### src/rtl/writeback_scoreboard_if.sv
// Writeback scoreboard bundle: issue, ALU/mem results,
// decode source lookup and the register-file write port.
interface writeback_scoreboard_if #(
  parameter int WIDTH      = 32,
  parameter int ADDR_WIDTH = 5
);
  logic                  issue_valid;
  logic [ADDR_WIDTH-1:0] issue_rd;
  logic                  issue_ready;

  logic                  alu_valid;
  logic [ADDR_WIDTH-1:0] alu_rd;
  logic [WIDTH-1:0]      alu_data;

  logic                  mem_valid;
  logic [ADDR_WIDTH-1:0] mem_rd;
  logic [WIDTH-1:0]      mem_data;
  logic                  mem_ready;

  logic [ADDR_WIDTH-1:0] Rs1;
  logic [ADDR_WIDTH-1:0] Rs2;
  logic                  rs1_busy;
  logic                  rs2_busy;
  logic                  rs1_fwd;
  logic                  rs2_fwd;

  logic                  RegWrite;
  logic [ADDR_WIDTH-1:0] Rd;
  logic [WIDTH-1:0]      WriteData;

  modport master (
    output issue_valid, issue_rd,
    output alu_valid, alu_rd, alu_data,
    output mem_valid, mem_rd, mem_data,
    output Rs1, Rs2,
    input  issue_ready, mem_ready,
    input  rs1_busy, rs2_busy,
    input  rs1_fwd, rs2_fwd,
    input  RegWrite, Rd, WriteData
  );

  modport slave (
    input  issue_valid, issue_rd,
    input  alu_valid, alu_rd, alu_data,
    input  mem_valid, mem_rd, mem_data,
    input  Rs1, Rs2,
    output issue_ready, mem_ready,
    output rs1_busy, rs2_busy,
    output rs1_fwd, rs2_fwd,
    output RegWrite, Rd, WriteData
  );
endinterface

### src/rtl/writeback_scoreboard.sv
// Register reservation scoreboard with ALU-priority
// result arbitration and a registered write port.
module writeback_scoreboard #(
  parameter int WIDTH      = 32,
  parameter int ADDR_WIDTH = 5
) (
  input  logic                   clk,
  input  logic                   rst,
  writeback_scoreboard_if.slave  bus
);
  localparam int NREG = 2 ** ADDR_WIDTH;

  logic [NREG-1:0]       r_busy;
  logic                  r_we;
  logic [ADDR_WIDTH-1:0] r_rd;
  logic [WIDTH-1:0]      r_wdata;

  logic                  w_issue_ready;
  logic                  w_issue_set;
  logic                  w_res_valid;
  logic [ADDR_WIDTH-1:0] w_res_rd;
  logic [WIDTH-1:0]      w_res_data;
  logic [NREG-1:0]       w_busy_nxt;
  logic                  w_fwd1;
  logic                  w_fwd2;

  assign w_issue_ready = (bus.issue_rd == '0) ||
                         !r_busy[bus.issue_rd];
  assign w_issue_set   = bus.issue_valid &&
                         w_issue_ready &&
                         (bus.issue_rd != '0);

  assign w_res_valid = bus.alu_valid || bus.mem_valid;
  assign w_res_rd    = bus.alu_valid ? bus.alu_rd
                                     : bus.mem_rd;
  assign w_res_data  = bus.alu_valid ? bus.alu_data
                                     : bus.mem_data;

  // Clear before set so a same-edge reissue keeps the bit.
  always_comb begin
    w_busy_nxt = r_busy;
    if (w_res_valid && (w_res_rd != '0))
      w_busy_nxt[w_res_rd] = 1'b0;
    if (w_issue_set)
      w_busy_nxt[bus.issue_rd] = 1'b1;
    w_busy_nxt[0] = 1'b0;
  end

  always_ff @(posedge clk or posedge rst) begin
    if (rst) begin
      r_busy  <= '0;
      r_we    <= 1'b0;
      r_rd    <= '0;
      r_wdata <= '0;
    end else begin
      r_busy <= w_busy_nxt;
      r_we   <= w_res_valid && (w_res_rd != '0);
      if (w_res_valid) begin
        r_rd    <= w_res_rd;
        r_wdata <= w_res_data;
      end
    end
  end

  assign w_fwd1 = r_we && (r_rd == bus.Rs1) &&
                  (bus.Rs1 != '0);
  assign w_fwd2 = r_we && (r_rd == bus.Rs2) &&
                  (bus.Rs2 != '0);

  assign bus.issue_ready = w_issue_ready;
  assign bus.mem_ready   = !bus.alu_valid;
  assign bus.rs1_fwd     = w_fwd1;
  assign bus.rs2_fwd     = w_fwd2;
  assign bus.rs1_busy    = r_busy[bus.Rs1] && !w_fwd1;
  assign bus.rs2_busy    = r_busy[bus.Rs2] && !w_fwd2;
  assign bus.RegWrite    = r_we;
  assign bus.Rd          = r_rd;
  assign bus.WriteData   = r_wdata;
endmodule

### src/flat_wrapper.sv
// flat-port wrapper written by rule: the top's interface ports become plain ports
module writeback_scoreboard_flat 
#(
  parameter int WIDTH      = 32,
  parameter int ADDR_WIDTH = 5
)
  (clk, rst, bus_issue_valid, bus_issue_rd, bus_alu_valid, bus_alu_rd, bus_alu_data, bus_mem_valid, bus_mem_rd, bus_mem_data, bus_Rs1, bus_Rs2, bus_issue_ready, bus_mem_ready, bus_rs1_busy, bus_rs2_busy, bus_rs1_fwd, bus_rs2_fwd, bus_RegWrite, bus_Rd, bus_WriteData);
  writeback_scoreboard_if #(.WIDTH(WIDTH), .ADDR_WIDTH(ADDR_WIDTH)) bus_i ();
  input  logic clk;
  input  logic rst;
  input wire logic [$bits(bus_i.issue_valid)-1:0] bus_issue_valid;
  input wire logic [$bits(bus_i.issue_rd)-1:0] bus_issue_rd;
  input wire logic [$bits(bus_i.alu_valid)-1:0] bus_alu_valid;
  input wire logic [$bits(bus_i.alu_rd)-1:0] bus_alu_rd;
  input wire logic [$bits(bus_i.alu_data)-1:0] bus_alu_data;
  input wire logic [$bits(bus_i.mem_valid)-1:0] bus_mem_valid;
  input wire logic [$bits(bus_i.mem_rd)-1:0] bus_mem_rd;
  input wire logic [$bits(bus_i.mem_data)-1:0] bus_mem_data;
  input wire logic [$bits(bus_i.Rs1)-1:0] bus_Rs1;
  input wire logic [$bits(bus_i.Rs2)-1:0] bus_Rs2;
  output wire logic [$bits(bus_i.issue_ready)-1:0] bus_issue_ready;
  output wire logic [$bits(bus_i.mem_ready)-1:0] bus_mem_ready;
  output wire logic [$bits(bus_i.rs1_busy)-1:0] bus_rs1_busy;
  output wire logic [$bits(bus_i.rs2_busy)-1:0] bus_rs2_busy;
  output wire logic [$bits(bus_i.rs1_fwd)-1:0] bus_rs1_fwd;
  output wire logic [$bits(bus_i.rs2_fwd)-1:0] bus_rs2_fwd;
  output wire logic [$bits(bus_i.RegWrite)-1:0] bus_RegWrite;
  output wire logic [$bits(bus_i.Rd)-1:0] bus_Rd;
  output wire logic [$bits(bus_i.WriteData)-1:0] bus_WriteData;
  assign bus_i.issue_valid = bus_issue_valid;
  assign bus_i.issue_rd = bus_issue_rd;
  assign bus_i.alu_valid = bus_alu_valid;
  assign bus_i.alu_rd = bus_alu_rd;
  assign bus_i.alu_data = bus_alu_data;
  assign bus_i.mem_valid = bus_mem_valid;
  assign bus_i.mem_rd = bus_mem_rd;
  assign bus_i.mem_data = bus_mem_data;
  assign bus_i.Rs1 = bus_Rs1;
  assign bus_i.Rs2 = bus_Rs2;
  assign bus_issue_ready = bus_i.issue_ready;
  assign bus_mem_ready = bus_i.mem_ready;
  assign bus_rs1_busy = bus_i.rs1_busy;
  assign bus_rs2_busy = bus_i.rs2_busy;
  assign bus_rs1_fwd = bus_i.rs1_fwd;
  assign bus_rs2_fwd = bus_i.rs2_fwd;
  assign bus_RegWrite = bus_i.RegWrite;
  assign bus_Rd = bus_i.Rd;
  assign bus_WriteData = bus_i.WriteData;
  writeback_scoreboard #(.WIDTH(WIDTH), .ADDR_WIDTH(ADDR_WIDTH)) u_core (.clk(clk), .rst(rst), .bus(bus_i));
endmodule
### config.mk
export PLATFORM = sky130hd
export DESIGN_NAME = writeback_scoreboard_flat
export DESIGN_NICKNAME = d
export VERILOG_FILES = /design/src/rtl/writeback_scoreboard_if.sv /design/src/rtl/writeback_scoreboard.sv /design/src/flat_wrapper.sv
export SDC_FILE = /design/constraint.sdc
export NUM_CORES = 1
export LEC_CHECK = 0
export ABC_AREA = 1
export CAP_MARGIN = 10
export CELL_PAD_IN_SITES_DETAIL_PLACEMENT = 1
export CELL_PAD_IN_SITES_GLOBAL_PLACEMENT = 1
export CORE_UTILIZATION = 35
export DETAILED_ROUTE_END_ITERATION = 12
export PLACE_DENSITY = 0.86
export SLEW_MARGIN = 5
export SYNTH_ARGS = -nofsm -noshare
export SYNTH_HDL_FRONTEND = slang
export SYNTH_SLANG_ARGS = --single-unit
### constraint.sdc
create_clock -name clk -period 2.9 [get_ports clk]
set_input_delay 0.29 -clock clk [delete_from_list [all_inputs] [get_ports clk]]
set_output_delay 0.29 -clock clk [all_outputs]
set_load 0.02 [all_outputs]
==> Word-level counts from Yosys, hierarchy flattened <==
Index checks and enable logic that the tools add are counted.
{ "classes": {"eq_ne": 2, "muxes": 14, "n_bitwise": 3, "n_lt_le_gt_ge": 6, "n_reduce_logical": 22} }
{ "op_table": {"columns": ["cell", "n"], "rows": [
  ["two-way mux 32 bit", 3],
  ["AND 32 bit", 1],
  ["NOT 32 bit", 1],
  ["OR 32 bit", 1],
  ["< comparator 5 x 6 -> 1 bit, second input constant", 4],
  ["nonzero test 5 bit", 4],
  ["binary-select mux 1 bit (select 5 bit)", 3],
  ["logical AND 1 bit", 11],
  ["demux 1 bit (select 5 bit)", 2],
  ["equality test 5 bit", 2],
  ["greater-or-equal comparator 5 x 1 -> 1 bit, second input constant", 2],
  ["logical NOT 5 bit", 1],
  ["two-way mux 1 bit", 5],
  ["two-way mux 5 bit", 1],
  ["logical NOT 1 bit", 4],
  ["logical OR 1 bit", 2]
]} }
{ "word_totals": {"output_inout_bits": 44, "regBits": 69, "word_cells": 51, "in_bits": 94} }

==> Longest topological paths before layout <==
Gate-level depths: netlist of run 1.
{ "depth": {"ltp_word": 10, "ltp_mapped": 13, "ltp_nobuf": 10} }

==> Worst setup path after synthesis of run 1 <==
Ideal clock, no wire load.
{ "synth_path": {"path_type": "input to output", "start": "in bus_Rs2[0]", "end": "out bus_rs2_busy", "arrival_ns": 1.411, "setup_slack_ns": 1.199, "t_required_ns": 2.610, "path_stages": 11, "cell_sequence": "buf_2 -> inv_1 -> buf_2 -> nand2_1 -> nand3_1 -> nand3_1 -> nand3_1 -> nand2_1 -> nand2_1 -> nand2_1 -> nor2_1"} }
{ "synth_between": {"elab_chain_len": 5} }
{ "synth_rtl": {"columns": ["item", "line", "rtl"], "rows": [
  ["start: declaration", "flat_wrapper.sv:20", "input wire logic [$bits(bus_i.Rs2)-1:0] bus_Rs2;"],
  ["parallel branches: the longest is 4 deep, another holds binary-select mux 1 bit (select 5 bit)", null, null],
  ["logical AND 1 bit *", "writeback_scoreboard.sv:75", "assign bus.rs2_busy = r_busy[bus.Rs2] && !w_fwd2;"],
  ["end: declaration", "flat_wrapper.sv:24", "output wire logic [$bits(bus_i.rs2_busy)-1:0] bus_rs2_busy;"]
]} }
Mark *: on every way between the ends. The select of a mux whose other input is x is not followed.

==> Final worst setup path of run 1 <==
Same ends and word-level chain as after synthesis.

==> qor.csv, run 1 <==
metric;value;unit
status;finished clean;
vias;5586;
drt first-iter violations;312;
clock share of power;33.2;%
sequential fraction of the synthesis area;37.4;%
Antenna Nets Post-Route;0;
Core ar.;0.0127;mm^2
largest net degree at the start of global routing;70;
Arr. time, crit path;2450;ps
Slew Viols, Final;0;
WHS;343;ps
CP Cell Sequence;clkdlybuf4s50_1, buf_4, nand2_1, nand3_1, nand3_1, nand3_1, nand2_1, nand2_1, nand2_1, nor2_1, clkdlybuf4s50_1;
Final Critical Period;2740;ps
RSZ-0062 raised after global routing;no;
grt ovf;0;
setup violators final;0;
Root Driver;clkbuf_16;
WP data required;2610;ps
Critical Setup Path Class;in2out;
Tot GR Track Use;30.1;%
FF+latch count, synth;69;
Setup TNS;0;ps
First-pass DRT Iterations;5;
vias per cell;5.55;
fraction of layout cells with a size suffix above 1;6.12;%
CTS Buf Count;9;
Post-CTS Setup Bufs;0;
floorplan row count;41;
Synth Warn #;0;
slowest cell delay on critical path;660;ps
Remaining DRCs;0;
CP max-delay cell;clkdlybuf4s50_1;
endpoints failing hold;0;
Clk pin slew, worst setup/hold paths;50;ps
Gate power share;28.6;%
Post-Route Skew;9.75;ps
Avg Cell Area, Syn;6.58;um^2
Net Sw Power;1.29;mW
vias in the first global route;6029;
pwr dens;564;mW/mm^2
Min-Delay Path Class;in2async;
WL final;19.8;mm
I/O Buffers;137;
# nets final;923;
CP Launch Type;input port;
worst-path maximum fanout;17;
Max Buffers Root-to-Sink;2;
H-tree levels;3;
initial core utilization;36.3;%
hold buffer count at CTS;0;
Pleak;2.96;nW
filler instances;1686;
Cells after Synth;702;
Sw Share;35.4;%
P_int;2.35;mW
first-pass GRT wire length;30.9;mm
total clock sinks;69;
Least-Margin Pin Slew;512;ps
ys async rst share;100;%
Area growth, synth to finish;39.8;%
die area;0.0137;mm^2
Synth Cell Area;0.00462;mm^2
post-synth net total;796;
chip width;117;um
Clk Latency, worst-skew pair;340;ps
Design Power;3.64;mW
relative slew slack;65.8;%
Final GP Congestion;0.908;
DR WL/cell;19.7;um
max cap viols;0;
period utilization;94.6;%
Final HPWL DP;14.6;mm
nature of the critical path endpoint;output port;
Reg power frac;38.2;%
io pins;138;
Most used DFF post-synth;dfrtp_1;
initial antenna violation count;0;
number of flops mapped to enable cells by yosys;0;
Max VDD drop;230;uV
n_diodes;0;
Die Ht;117;um
synth unique cells;31;
Peak Freq;0.365;GHz
CP most frequent cell;nand2_1;
CTS tree;done;
## repair_timing
item,in CTS,in global routing
resized for setup,0,1
endpoints found under the hold margin,0,0
setup endpoints to repair,0,1
## worst max-delay path: cells and delay by family
kind	cells	cell delay (ps)
buffers and inverters	3	1440
AND/OR/NAND/NOR	8	710
## layer usage
| layer | up-vias | share of wire (%) | GRT usage (%) |
|---|---|---|---|
| li1 | 2562 | - | - |
| met1 | 2739 | 39 | 34.5 |
| met2 | 232 | 50 | 52.6 |
| met3 | 53 | 7.5 | 6.85 |
| met4 | 0 | 3.8 | 15.2 |
| met5 | - | 0 | 0 |
## final cells by class
class	instances	area, um^2	area share, %
multi-input cells	548	2490	38.6
flip-flops and latches	69	1730	26.7
repair buffers	154	1510	23.4
clock buffers	14	294	4.55
well taps	172	215	3.33
inverters	47	183	2.83
clock inverters	2	37.5	0.581
## cell usage after synthesis (6+ instances only)
cell type | number | area (um^2)
nand2_1 | 259 | 972
nand3_1 | 131 | 656
dfrtp_1 | 69 | 1730
inv_1 | 45 | 169
nor2_1 | 42 | 158
nand4_1 | 33 | 206
o21ai_0 | 28 | 140
buf_2 | 12 | 60.1
o21ai_1 | 12 | 60.1
nor3_1 | 11 | 55.1
clkbuf_1 | 10 | 37.5
a21oi_1 | 6 | 30.0
buf_6 | 6 | 67.6
## cells by family (layout without fill, tap and decap cells)
family / count (synthesis) / in the layout / share of synthesized area (%)
AND/OR/NAND/NOR: 493 / 493 / 47.1
buffers and inverters: 85 / 217 / 8.67
flip-flops: 69 / 69 / 37.4
AO/OA/AOI/OAI: 54 / 54 / 6.64
XOR/XNOR: 1 / 1 / 0.190
## cells in the final DEF, fill, tap and decap left out, types with 5 or more instances in the layout
cell             instances
clkbuf_16                9
nand2_1                259
o21ai_1                 12
a21oi_1                  6
buf_4                   16
inv_1                   43
nor2_1                  42
nand4_1                 33
dfrtp_1                 69
nor3_1                  11
clkbuf_8                 5
o21ai_0                 28
nand3_1                131
clkdlybuf4s50_1        137
## flip-flops by register name, summed over array words and instances (netlist names)
register              count
u_core.bus.WriteData     32
u_core.r_busy            31
u_core.bus.Rd             5
u_core.bus.RegWrite       1
## power by group through the flow
stage          Clock, mW  Sequential (mW)  Combinational (mW)
2_1_floorplan          0             1.32               0.551
3_3_place_gp           0             1.39               0.988
3_5_place_dp           0             1.39                1.03
4_1_cts             1.21             1.38                1.04
5_1_grt             1.25             1.40                1.14
6_report            1.21             1.39                1.04
## through the flow
stage | worst slack (ps) | util, % | cell area (um^2) | cells
floorplan | 870 | - | 4620 | 702
global placement | 295 | 48.1 | 6120 | 990
detailed placement | 238 | 48.1 | 6120 | 990
CTS | 142 | 50.7 | 6460 | 1006
global route | 39.3 | 50.8 | 6460 | 1006
finish | 157 | 50.8 | 6460 | 1006
## path summary, 6_finish.rpt
kind                            slack [ps]                  endpoint                      from  depth (start not counted)
min in group clk                       480  u_core.bus.WriteData[23]  u_core.bus.WriteData[23]                          2
max in group asynchronous             2210          u_core.bus.Rd[0]                       rst                          3
worst min-delay path                   340          u_core.r_busy[6]                       rst                          3
worst max register to register        1220         u_core.r_busy[11]         u_core.r_busy[24]                         10
worst min register to register         480  u_core.bus.WriteData[23]  u_core.bus.WriteData[23]                          2
worst max-delay path                   160              bus_rs2_busy                bus_Rs2[0]                         11
Note: power is estimated with default switching activity, not from simulation.
==> run 2, diff against run 1 <==
Settings changed: CTS_CLUSTER_SIZE set to 14, REMOVE_ABC_BUFFERS set to 1.
==> run 2 against run 1 <==
Compared with the run above:
- sequential cell count is the same
- non-clock buffer count increased by 1
- clock power fell by 7%
- combinational power about the same
- clock-buffer cell count fell by 4
- sequential power barely moved
- cell count rose by 0.20%
- wire length shrank 3.7%
- die area did not move
- critical path type unchanged
==> qor.csv, run 2 (same netlist as run 1, synthesis figures left out) <==
metric;value;unit;change
worst-path maximum fanout;16;;-1
Max VDD drop;318;uV;+38%
Critical Setup Path Class;in2out;;
Clk pin slew, worst setup/hold paths;60;ps;about the same
Least-Margin Pin Slew;819;ps;+307 ps
Final Critical Period;2670;ps;-74.6 ps
total clock sinks;69;;unchanged
fraction of layout cells with a size suffix above 1;5.99;%;-0.13 points
initial antenna violation count;0;;unchanged
drt first-iter violations;377;;+21%
largest net degree at the start of global routing;40;;-43%
worst path buffer plus inverter count;3;;unchanged
number of flip-flops in the largest register;32;;unchanged
Final HPWL DP;14.5;mm;-1.1%
Sw Share;36.5;%;+1.0 points
pwr dens;549;mW/mm^2;-2.7%
chip width;117;um;unchanged
slowest cell delay on critical path;610;ps;-50 ps
worst setup margin;232;ps;+74.6 ps
CTS tree;done;;
RSZ-0062 raised after global routing;no;;
CP Cell Sequence;clkdlybuf4s50_1, inv_1, nand2_1, nand3_1, nand3_1, nand3_1, nand2_1, nand2_1, nand2_1, nor2_1, clkdlybuf4s50_1;;
CTS Buf Count;9;;unchanged
floorplan row count;41;;unchanged
CP max-delay cell;clkdlybuf4s50_1;;
die area;0.0137;mm^2;unchanged
vias per cell;5.51;;-0.79%
PostCTS Resize Cnt;0;;unchanged
Root Driver;clkbuf_16;;
CP most frequent cell;nand2_1;;
hold buffer count at CTS;0;;unchanged
# nets final;924;;+0.11%
Clk Latency, worst-skew pair;340;ps;about the same
CP Launch Type;input port;;
Antenna Nets Post-Route;0;;unchanged
RR Startpoint;u_core.r_busy[12];;
Tot GR Track Use;29.6;%;-0.48 points
Critical path origin;bus_Rs2[0];;
design area;0.00644;mm^2;-0.37%
most common cell after layout, fill and taps aside;nand2_1;;
Design Power;3.53;mW;-3.1%
Final GP Congestion;0.918;;+1.1%
Die Ht;117;um;unchanged
vias in the first global route;5857;;-2.9%
endpoints failing hold;0;;unchanged
family with the most delay on the worst path;buffers and inverters;;
WP data required;2610;ps;about the same
Net Sw Power;1.29;mW;-0.24%
grt ovf;0;;unchanged
relative slew slack;45.3;%;-20 points
clock share of power;31.7;%;-1.5 points
first-pass GRT wire length;30.4;mm;-1.7%
Gate power share;29.4;%;+0.8 points
H-tree levels;3;;unchanged
Area growth, synth to finish;39.3;%;
Min-Delay Path Class;in2async;;
Remaining DRCs;0;;unchanged
Pleak;2.95;nW;-0.28%
period utilization;92.0;%;-2.6 points
io pins;138;;unchanged
placed cell area;0.00613;mm^2;+0.12%
Slew Viols, Final;0;;unchanged
commonest cells after routing, fill and taps aside;nand2_1 (259), clkdlybuf4s50_1 (137), nand3_1 (131);;
Core ar.;0.0127;mm^2;unchanged
Peak Freq;0.375;GHz;+2.8%
vias;5553;;-0.59%
First-pass DRT Iterations;5;;unchanged
Max Buffers Root-to-Sink;2;;unchanged
setup violators final;0;;unchanged
DR WL/cell;18.9;um;-3.9%
max cap viols;0;;unchanged
P_int;2.24;mW;-4.7%
status;finished clean;;
Post-Route Skew;7.27;ps;-2.48 ps
Post-CTS Setup Bufs;0;;unchanged
nature of the critical path endpoint;output port;;
WL final;19.1;mm;-3.7%
filler instances;1681;;-0.30%
Arr. time, crit path;2380;ps;-70 ps
I/O Buffers;137;;unchanged
Setup TNS;0;ps;unchanged
Reg power frac;39.0;%;+0.8 points
initial core utilization;36.3;%;unchanged
dpl ws;226;ps;-11.7 ps
run 2: power groups by stage:
stage / clock [mW] / combinational, mW / sequential [mW]
finish: 1.12 / 1.04 / 1.38
global route: 1.17 / 1.15 / 1.39
CTS: 1.13 / 1.04 / 1.36
detailed placement: 0 / 1.03 / 1.38
global placement: 0 / 0.987 / 1.37
floorplan: 0 / 0.491 / 1.32
run 2: area by class of cell:
type,count,area [um^2],area share (%)
clock inverters,6,72.6,1.13
well taps,172,215,3.34
diodes,1,2.50,0.0389
multi-input cells,548,2490,38.7
clock buffers,10,229,3.56
repair buffers,155,1520,23.6
inverters,47,179,2.78
flip-flops and latches,69,1730,26.8
run 2: per-stage QoR:
step / util, % / cells / hold slack, ps
2_1_floorplan: - / 664 / 419
3_3_place_gp: 48.2 / 991 / 465
3_5_place_dp: 48.2 / 991 / 480
4_1_cts: 50.6 / 1007 / 402
5_1_grt: 50.6 / 1007 / 442
6_report: 50.6 / 1008 / 380
run 2: layer usage:
layer / vias to the layer above / track usage (%) / routed length [um]
met4: 0 / 15.9 / 919
met5: - / 0 / 0
met2: 245 / 50.5 / 9390
li1: 2571 / - / -
met1: 2675 / 33.2 / 7260
met3: 62 / 8.86 / 1520
run 2: path summary, 6_finish.rpt:
check                                            to  slack, ps  depth (start not counted)
max reg2reg                        u_core.r_busy[6]       1170                         10
min reg2reg                u_core.bus.WriteData[26]        490                          2
max                                    bus_rs2_busy        230                         11
min                         u_core.bus.WriteData[1]        380                          2
min in group clk           u_core.bus.WriteData[26]        490                          2
max in group asynchronous         u_core.r_busy[10]       1860                          3
run 2: worst reg2reg max path, delay by kind of cell (launching register included):
kind / cells / cell delay, ps
and+or+nand+nor: 9 / 910
buffers and inverters: 1 / 300
DFF: 1 / 460
